### src/rtl/dec_scan_seq.sv
// dec_scan_seq: N-to-2^N one-hot decoder with enable and an auto-scan sequencer.
// Latency: all outputs registered, visible one cycle after the sampling edge.
// Backpressure: none; a_vld loads unconditionally while en=1. Optional macro DEC_SCAN_BIDIR_EN adds a dir port.
module dec_scan_seq #(
    parameter int N       = 2,
    parameter int DWELL_W = 4
) (
    input  logic               clk,
    input  logic               rst,
    input  logic               en,
    input  logic               mode,
    input  logic [N-1:0]       a,
    input  logic               a_vld,
    input  logic [DWELL_W-1:0] dwell,
`ifdef DEC_SCAN_BIDIR_EN
    input  logic               dir,
`endif
    output logic [2**N-1:0]    y,
    output logic [N-1:0]       idx,
    output logic               wrap
);

    localparam int W = 2**N;
    localparam logic [N-1:0]       IDX_ONE = 1;
    localparam logic [DWELL_W-1:0] CNT_ONE = 1;

    typedef enum logic [1:0] {
        IDLE   = 2'd0,
        DECODE = 2'd1,
        SCAN   = 2'd2
    } state_t;

    state_t             state_q, state_d;
    logic [N-1:0]       idx_q, idx_d;
    logic [DWELL_W-1:0] cnt_q, cnt_d;
    logic [W-1:0]       y_q, y_d;
    logic               wrap_q, wrap_d;

    // Scan direction: decrement only exists in the bidirectional build.
    logic dir_w;
`ifdef DEC_SCAN_BIDIR_EN
    assign dir_w = dir;
`else
    assign dir_w = 1'b0;
`endif

    logic [N-1:0] idx_step;
    logic         step_wrap;

    // Candidate next index for a scheduled advance, and whether that advance wraps.
    always_comb begin
        idx_step  = idx_q + IDX_ONE;
        step_wrap = (idx_q == {N{1'b1}});
        if (dir_w) begin
            idx_step  = idx_q - IDX_ONE;
            step_wrap = (idx_q == {N{1'b0}});
        end
    end

    // Next-state, index, dwell counter and one-hot output computation.
    always_comb begin
        state_d = state_q;
        idx_d   = idx_q;
        cnt_d   = cnt_q;
        wrap_d  = 1'b0;
        y_d     = '0;
        if (!en) begin
            // Disabled: blank outputs, keep idx so re-enable resumes in place.
            state_d = IDLE;
            cnt_d   = '0;
        end else begin
            state_d = mode ? SCAN : DECODE;
            if (a_vld) begin
                // A load always wins over a scheduled advance and never pulses wrap.
                idx_d = a;
                cnt_d = '0;
            end else if (state_q == SCAN && mode) begin
                // Live compare against dwell: lowering dwell below cnt lets cnt roll over.
                if (cnt_q == dwell) begin
                    idx_d  = idx_step;
                    cnt_d  = '0;
                    wrap_d = step_wrap;
                end else begin
                    cnt_d = cnt_q + CNT_ONE;
                end
            end else begin
                // Entering from IDLE/DECODE or freezing on SCAN->DECODE: restart dwell.
                cnt_d = '0;
            end
            y_d[idx_d] = 1'b1;
        end
    end

    // State register with synchronous reset that overrides every other input.
    always_ff @(posedge clk) begin
        if (rst) begin
            state_q <= IDLE;
            idx_q   <= '0;
            cnt_q   <= '0;
            y_q     <= '0;
            wrap_q  <= 1'b0;
        end else begin
            state_q <= state_d;
            idx_q   <= idx_d;
            cnt_q   <= cnt_d;
            y_q     <= y_d;
            wrap_q  <= wrap_d;
        end
    end

    assign y    = y_q;
    assign idx  = idx_q;
    assign wrap = wrap_q;

endmodule

### config.mk
export PLATFORM = sky130hd
export DESIGN_NAME = dec_scan_seq
export DESIGN_NICKNAME = d
export VERILOG_FILES = /design/src/rtl/dec_scan_seq.sv
export SDC_FILE = /design/constraint.sdc
export NUM_CORES = 1
export LEC_CHECK = 0
export CORE_MARGIN = 2
export CORE_UTILIZATION = 39
export DETAILED_ROUTE_END_ITERATION = 10
export MAX_ROUTING_LAYER = met4
export PLACE_DENSITY = 0.75
export REMOVE_ABC_BUFFERS = 1
export SLEW_MARGIN = 20
export SYNTH_ARGS = -nofsm -noshare
export SYNTH_HDL_FRONTEND = slang
export SYNTH_SLANG_ARGS = --single-unit
### constraint.sdc
create_clock -name clk -period 1.45 [get_ports clk]
set_clock_uncertainty 0.1 [all_clocks]
set_input_delay 0.145 -clock clk [delete_from_list [all_inputs] [get_ports clk]]
set_output_delay 0.145 -clock clk [all_outputs]
set_load 0.005 [all_outputs]
# Word-level counts from Yosys, hierarchy flattened
# Cells that the tools add are included.
# W data, S select, Z words.
# op_classes
addsub	2
n_lt_le_gt_ge	2
eq_ne	3
mux	7
n_bitwise	3
reduce_logical	5
# op_table
operator	count
$mux W2	5
$reduce_or A5 Y1	2
$add A4 B1 Y4 const B	1
$eq A2 B2 Y1 const B	2
$eq A4 B4 Y1	1
$lt A2 B3 Y1 const B	1
$not A1 Y1	3
$add A2 B1 Y2 const B	1
$demux W1 S2	1
$ge A2 B1 Y1 const B	1
$logic_and A1 B1 Y1	2
$reduce_or A2 Y1	1
$mux W1	1
# totals
ff_bits	13

# Logic depth before layout (Yosys ltp)
# Gate-level depths: netlist (run 1).
# depth
depth_word	9
mapped_depth	5
mapped_depth_nobuf	5

# Worst setup path before layout (run 1)
# Ideal clock, no wire load.
# synth_path
path_kind	reg-to-reg
from	reg cnt_q[2]
to	reg y_q[0] (netlist: y[0])
setup_time_ns	0.116
arrival_time_ns	1.388
setup_slack_ns	-0.155
path_stages_with_launch	6
synth_period_minus_slack_ns	1.605
cell_sequence	dfxtp_1 -> xnor2_1 -> nand4_2 -> nor4_1 -> a221oi_4 -> and3_2
# synth_between
elab_chain_cells	9
elab_cells_between_ends	10
classes_between	2 x order compare; 1 x eq/ne; 6 x mux; 1 x reduce/logical
# synth_rtl
item	line_no	source
start, declared	35	logic [DWELL_W-1:0] cnt_q, cnt_d;
start signal, assigned	105	cnt_q <= cnt_d;
$eq A4 B4 Y1 (*)	79	if (cnt_q == dwell) begin
$mux W2 (*)	79	
$mux W2 (*)	77	end else if (state_q == SCAN && mode) begin
$mux W2 (*)	73	if (a_vld) begin
$mux W2 (*)	67	if (!en) begin
$lt A2 B3 Y1 (not written as such) / $ge A2 B1 Y1 (equally long branches)	90	y_d[idx_d] = 1'b1;
$logic_and A1 B1 Y1 (not written as such)	90	
$mux W1 (not written as such)	90	
$demux W1 S2 (*)	90	
end signal, assigned	106	y_q <= y_d;
end, declared	36	logic [W-1:0] y_q, y_d;
# Every way passes the cells marked *; elsewhere a longest branch is shown, timed or not. The select of a mux whose other input is x is not followed.
# A chain may end at the register's enable or synchronous reset.

# Worst setup path after layout (run 1)
# layout_path
from	reg cnt_q[0]
to	reg y_q[1] (netlist: y[1])
# Same word-level chain as after synthesis.

==> results.tsv, run 1 <==
stage	metric	value	unit
clock_network	clk root buf	clkbuf_4	
timing	RSZ-0062 raised after global routing	true	
synth	FF+latch count, synth	13	
layout	fin nets	112	
timing	Worst Max-Slew Pin Slew	311	ps
floorplan	height of the die	42.8	µm
clock_network	TritonCTS clock tree	built	
place	DP Worst Slack	-533	ps
power_and_ir_drop	clock network power share	0.303	
global_routing	vias in the first global route	569	
clock_network	Clk pin slew, worst setup/hold paths	80	ps
synth	Distinct cells, synth	26	
clock_network	clk buf depth	2	
place	routability congestion estimate	0.858	
power_and_ir_drop	internal power	0.555	mW
worst_setup_path	WP data arrival	1710	ps
run_status	violated checks	setup timing	
global_routing	initial antenna violation count	0	
detailed_routing	First-pass DRT Iterations	4	
power_and_ir_drop	Flop pwr share	0.510	
min_path	HP Class	primary input to register	
power_and_ir_drop	Pwr Density	707	nW/µm²
timing	Fin Setup TNS	-732	ps
detailed_routing	vias	562	
floorplan	cell row count	14	
worst_setup_path	maximum fanout along the worst path	5	
synth	Syn. warnings	0	
power_and_ir_drop	Net Switching	0.171	mW
synth	fraction of registers with async set/reset	0	
timing	number of setup violations in the final report	6	
layout	fraction of layout instances using a drive strength above 1	0.439	
synth	synthesized area per cell	10.3	µm²
timing	period utilisation layout	1.11	
clock_network	CTS Buf Count	3	
global_routing	GRT overflow	0	
floorplan	Die W	42.8	µm
floorplan	IO Pins	18	
detailed_routing	Vias/cell	4.93	
worst_setup_path	Worst EP required	1550	ps
detailed_routing	Routed Antenna Nets	0	
synth	Top FF cell, synth	dfxtp_1	
worst_setup_path	critical path start-end classification	register to register	
detailed_routing	DRC	0	
synth	EDFF count, synth	0	
clock_network	Clock Sinks	13	
timing	fin. max-slew vios	0	
detailed_routing	drt wl/cell	11.2	µm
timing	Final WS setup	-158	ps
power_and_ir_drop	logic gate share of total power	0.187	
layout	Ant. Diodes	0	
place	Detailed Place HPWL	1.03	mm
run_status	status	finished, violations left	
floorplan	Die ar.	1830	µm²
global_routing	GRT Total Usage	0.161	
synth	area of the mapped netlist	588	µm²
detailed_routing	1st-iter DRT viols	5	
power_and_ir_drop	Leak	0.443	nW
floorplan	initial core utilization	0.404	
timing	fmax	622	MHz
synth	Seq/Total Area, Yosys	0.443	
timing	clock period minus worst slack	1610	ps
flow_run	Max-Cap Viols	0	
floorplan	Core ar.	1450	µm²
clock_network	Hold Buf Count CTS	0	
timing	Hold Violations, Final	0	
global_routing	pin count of the biggest net entering global routing	8	
synth	Synth Instances	57	
place	PortBufs	17	
layout	final-layout fill cell count	113	
worst_setup_path	Crit. End Element	register	
clock_network	H-tree depth	1	
layout	area delta synth->final	74.7	%
power_and_ir_drop	sw frac	0.236	
power_and_ir_drop	peak supply drop	0.662	mV
global_routing	first-pass GRT wire length	2.14	mm
worst_setup_path	CP Launch Type	register	
detailed_routing	Routed WL	1.28	mm
timing	max_slew headroom	0.793	
clock_network	Clock Latency Late Sink	270	ps
[final timing paths]
check	startpoint	end	slack, ps	cells after the start
max	cnt_q[0]	y[1]	-160	5
max reg2reg	cnt_q[0]	y[1]	-160	5
min	dwell[0]	wrap	310	5
min reg2reg	cnt_q[0]	cnt_q[0]	450	2
[power by group through the flow]
stage | sequential (mW) | combinational, mW | clock (mW)
after floorplan | 0.381 | 0.0416 | 0
after global placement | 0.378 | 0.125 | 0
after detailed placement | 0.378 | 0.128 | 0
after CTS | 0.370 | 0.133 | 0.228
after global routing | 0.371 | 0.146 | 0.245
final | 0.370 | 0.136 | 0.220
[cells in the final DEF (no fill, tap or decap), types with 2 or more instances in the layout]
cell type        Yosys  final
dfxtp_1             13      7
nor2b_1              4      4
nor2_1               5      5
ha_1                 2      2
xnor2_2              0      4
clkdlybuf4s50_1      0     11
nor3b_1              3      3
clkbuf_4             0      3
buf_4                0     20
dfxtp_2              0      6
dlygate4sd2_1        0      5
inv_1                2      2
and3_2               2      2
[worst max-delay path: stages (launching register included)]
cell      delay (ps)
dfxtp_2          340
xnor2_2          140
nand4_2          160
or2_4            270
a221oi_4         320
nor3b_2          220
[logic make-up after synthesis]
kind of cell             count (synthesis)  share of synthesized area
multiplexers                             1                     0.0170
flip-flops                              13                      0.443
AO/OA/AOI/OAI                            6                      0.104
adder cells (fa/ha/maj)                  2                     0.0425
AND/OR/NAND/NOR                         26                      0.283
buffers and inverters                    3                     0.0213
XOR/XNOR                                 6                     0.0894
[cell usage after synthesis, types with 2 or more instances]
cell type,number,share of area
a211oi_1,2,0.026
and3_2,2,0.026
dfxtp_1,13,0.44
ha_1,2,0.043
inv_1,2,0.013
nor2_1,5,0.032
nor2b_1,4,0.043
nor3_1,2,0.017
nor3b_1,3,0.038
nor4_1,2,0.021
xnor2_1,5,0.074
[per-layer routing]
| metal | share of wire | track usage | wire, µm |
|---|---|---|---|
| met5 | 0 | - | 0 |
| met1 | 0.39 | 0.142 | 499 |
| met4 | 0 | 0.0625 | 0 |
| met3 | 0.049 | 0.0383 | 62 |
| met2 | 0.56 | 0.318 | 716 |
[sequential cells by signal, indices dropped and copies added (netlist names)]
name and cells:
cnt_q 4, y 4, idx 2, state_q 2, wrap 1
[per-stage QoR]
stage	area, µm²	hold slack (ps)	std cells	power, mW	utilization
final	1030	307	114	0.726	0.707
after global routing	1030	344	114	0.762	0.707
after CTS	1010	401	114	0.731	0.696
after detailed placement	916	445	108	0.506	0.630
after global placement	916	435	108	0.503	0.630
after floorplan	583	114	56	0.422	-
[layout make-up]
cell class | count | area, µm² | share of cell area
Tap cell | 16 | 20.0 | 0.0195
Multi-Input combinational cell | 41 | 378 | 0.368
Clock buffer | 4 | 26.3 | 0.0256
Sequential cell | 13 | 268 | 0.261
Inverter | 2 | 7.51 | 0.00731
Timing Repair Buffer | 38 | 328 | 0.319
[repair_timing]
item | CTS | global route
setup endpoints to repair | 8 | 10
setup buffers | 2 | 0
gates resized for setup | 19 | 3
pin swaps | 9 | 3
Power figures use the tool's default switching activity.
==> inputs of run 2 (changes only) <==
--- a/config.mk
+++ b/config.mk
@@ -6,11 +6,12 @@
 export NUM_CORES = 1
 export LEC_CHECK = 0
 export CORE_MARGIN = 2
-export CORE_UTILIZATION = 39
+export CORE_UTILIZATION = 30
 export DETAILED_ROUTE_END_ITERATION = 10
 export MAX_ROUTING_LAYER = met4
-export PLACE_DENSITY = 0.75
+export PLACE_DENSITY = 0.61
 export REMOVE_ABC_BUFFERS = 1
+export SKIP_LAST_GASP = 1
 export SLEW_MARGIN = 20
 export SYNTH_ARGS = -nofsm -noshare
 export SYNTH_HDL_FRONTEND = slang
==> run 2 against run 1 <==
  * The run still ends with setup timing left
  * Design area decreased by 2.4%
  * Flip-flop and latch count did not move
  * Via count decreased by 0.89%
  * Routed wire length grew 5.3%
  * Combinational power decreased by 4%
  * Maximum frequency is 4.4% lower
  * Sequential share of layout area up 0.40 points
  * Largest power group unchanged
==> results.tsv, run 2 (synthesized netlist as in run 1, its figures left out) <==
stage	metric	value	unit	change
global_routing	GRT Total Usage	0.140		-0.0214
clock_network	CTS Buf Count	3		unchanged
global_routing	first-pass GRT wire length	2.13	mm	-0.33%
power_and_ir_drop	Leak	0.406	nW	-8.3%
clock_network	clk buf depth	2		unchanged
clock_network	Clock Sinks	13		unchanged
clock_network	Hold Buf Count CTS	0		unchanged
min_path	WHS Path Cells	2		-3
layout	fraction of layout instances using a drive strength above 1	0.396		-0.0429
timing	Worst Max-Slew Pin Slew	324	ps	+13.6 ps
clock_network	Clock Latency Late Sink	270	ps	about the same
timing	clock period minus worst slack	1680	ps	+74.8 ps
power_and_ir_drop	sw frac	0.231		-0.00422
layout	fin nets	110		-1.8%
worst_setup_path	Crit. End Element	register		
global_routing	GRT overflow	0		unchanged
worst_setup_path	setup slack, reg-to-reg	-230	ps	-70 ps
worst_setup_path	CP Cell Sequence	xnor2_2 > nand4_2 > or2_4 > a221oi_4 > and3_4		
worst_setup_path	CP Launch Type	register		
worst_setup_path	critical path start-end classification	register to register		
min_path	min-delay src	mode		
worst_setup_path	Stages on worst setup path	5		unchanged
detailed_routing	Vias/cell	4.53		-8.1%
power_and_ir_drop	Pwr Density	717	nW/µm²	+1.5%
timing	Final WS setup	-233	ps	-74.8 ps
timing	period utilisation layout	1.16		+0.0516
worst_setup_path	slowest cell on the critical path	dfxtp_2		
worst_setup_path	crit-path max cell delay	340	ps	about the same
layout	Ant. Diodes	0		unchanged
run_status	violated checks	setup timing		
detailed_routing	1st-iter DRT viols	4		-1
detailed_routing	Routed Antenna Nets	0		unchanged
timing	max_slew headroom	0.784		-0.00909
worst_setup_path	maximum fanout along the worst path	5		unchanged
timing	Fin Setup TNS	-1090	ps	-355 ps
layout	area delta synth->final	70.4	%	
floorplan	IO Pins	18		unchanged
place	Detailed Place HPWL	1.03	mm	about the same
timing	Hold Violations, Final	0		unchanged
worst_setup_path	R2R Path Start	cnt_q[1]		
worst_setup_path	WP data arrival	1800	ps	+90 ps
layout	most common cell after layout, fill and taps aside	buf_4		
timing	RSZ-0062 raised after global routing	true		
timing	fmax	594	MHz	-4.4%
clock_network	H-tree depth	1		unchanged
timing	number of setup violations in the final report	6		unchanged
global_routing	vias in the first global route	570		+0.18%
timing	WHS	339	ps	+32.0 ps
worst_setup_path	Worst EP required	1570	ps	+20 ps
clock_network	clk root buf	clkbuf_4		
floorplan	height of the die	48.3	µm	+13%
power_and_ir_drop	logic gate share of total power	0.181		-0.006
detailed_routing	DRC	0		unchanged
power_and_ir_drop	Flop pwr share	0.515		+0.005
floorplan	Die W	48.3	µm	+13%
power_and_ir_drop	internal power	0.553	mW	-0.45%
clock_network	Clk pin slew, worst setup/hold paths	80	ps	about the same
floorplan	initial core utilization	0.309		-0.0953
min_path	Hold EP	state_q[0]		
detailed_routing	vias	557		-0.89%
power_and_ir_drop	Net Switching	0.166	mW	-2.8%
clock_network	TritonCTS clock tree	built		
worst_setup_path	reg2reg end	y[0]		
floorplan	Core ar.	1900	µm²	+31%
floorplan	Die ar.	2330	µm²	+27%
detailed_routing	drt wl/cell	10.9	µm	-2.4%
detailed_routing	First-pass DRT Iterations	5		+1
power_and_ir_drop	clock network power share	0.304		about the same
floorplan	cell row count	16		+2
global_routing	initial antenna violation count	0		unchanged
worst_setup_path	Buf/Inv on CP	0		unchanged
timing	fin. max-slew vios	0		unchanged
detailed_routing	Routed WL	1.35	mm	+5.3%
place	PortBufs	17		unchanged
global_routing	pin count of the biggest net entering global routing	8		unchanged
place	routability congestion estimate	0.768		-11%
flow_run	Max-Cap Viols	0		unchanged
min_path	HP Class	primary input to register		
layout	most frequent cells in the layout	18 x buf_4, 14 x clkdlybuf4s50_1, 9 x dfxtp_1		
power_and_ir_drop	peak supply drop	0.478	mV	-28%
layout	final-layout fill cell count	194		+72%
run_status	status	finished, violations left		
worst_setup_path	R2R depth	5		unchanged
worst_setup_path	CP delay by family, top	simple AND/OR/NAND/NOR gates		
-- run 2: changes by cell type in the layout (fill, tap and decap cells not counted), sizes merged --
cell / change
clkdlybuf4s50: +3
dlygate4sd2: -2
buf: -2
dlymetal6s2s: -1
-- run 2: through the flow --
step           setup slack (ps)  total power, mW  instances   util  instance area (µm²)
5_1_grt                    -339            0.751        123  0.527                 1000
6_report                   -233            0.719        123  0.527                 1000
4_1_cts                    -255            0.728        123  0.521                  991
3_5_place_dp               -519            0.502        117  0.481                  915
3_3_place_gp               -475            0.500        117  0.481                  915
2_1_floorplan              -155            0.422         56      -                  583
-- run 2: worst max-delay path by stage --
stage / start / to
3_5_place_dp: dwell[2] / y[0]
2_1_floorplan: cnt_q[2] / y[0]
5_1_grt: cnt_q[1] / y[1]
4_1_cts: cnt_q[1] / y[1]
6_report: cnt_q[1] / y[0]
3_3_place_gp: dwell[2] / y[0]
-- run 2: power groups by stage --
stage | clock network [mW] | registers, mW | logic [mW]
final | 0.218 | 0.370 | 0.130
after CTS | 0.229 | 0.370 | 0.129
after global routing | 0.237 | 0.372 | 0.143
after floorplan | 0 | 0.381 | 0.0416
after detailed placement | 0 | 0.378 | 0.124
after global placement | 0 | 0.378 | 0.122
-- run 2: cell type report --
cell class	count	area (µm²)	share of cell area
timing repair buffer	36	313	0.312
tap	27	33.8	0.0337
multi-input combinational	41	357	0.356
inverter	2	7.51	0.00749
sequential	13	265	0.265
clock buffer	4	26.3	0.0262
-- run 2: routing by layer --
layer  share of wire  global-route usage
met4               0              0.0324
met5               0                   -
met3           0.047              0.0333
met1            0.39               0.127
met2            0.56               0.282
-- run 2: timing repair --
item / CTS / global route
gates cloned: 0 / 0
resized for setup: 13 / 3
pin swaps: 9 / 5
endpoints found under the setup margin: 8 / 11
buffers inserted: 2 / 1
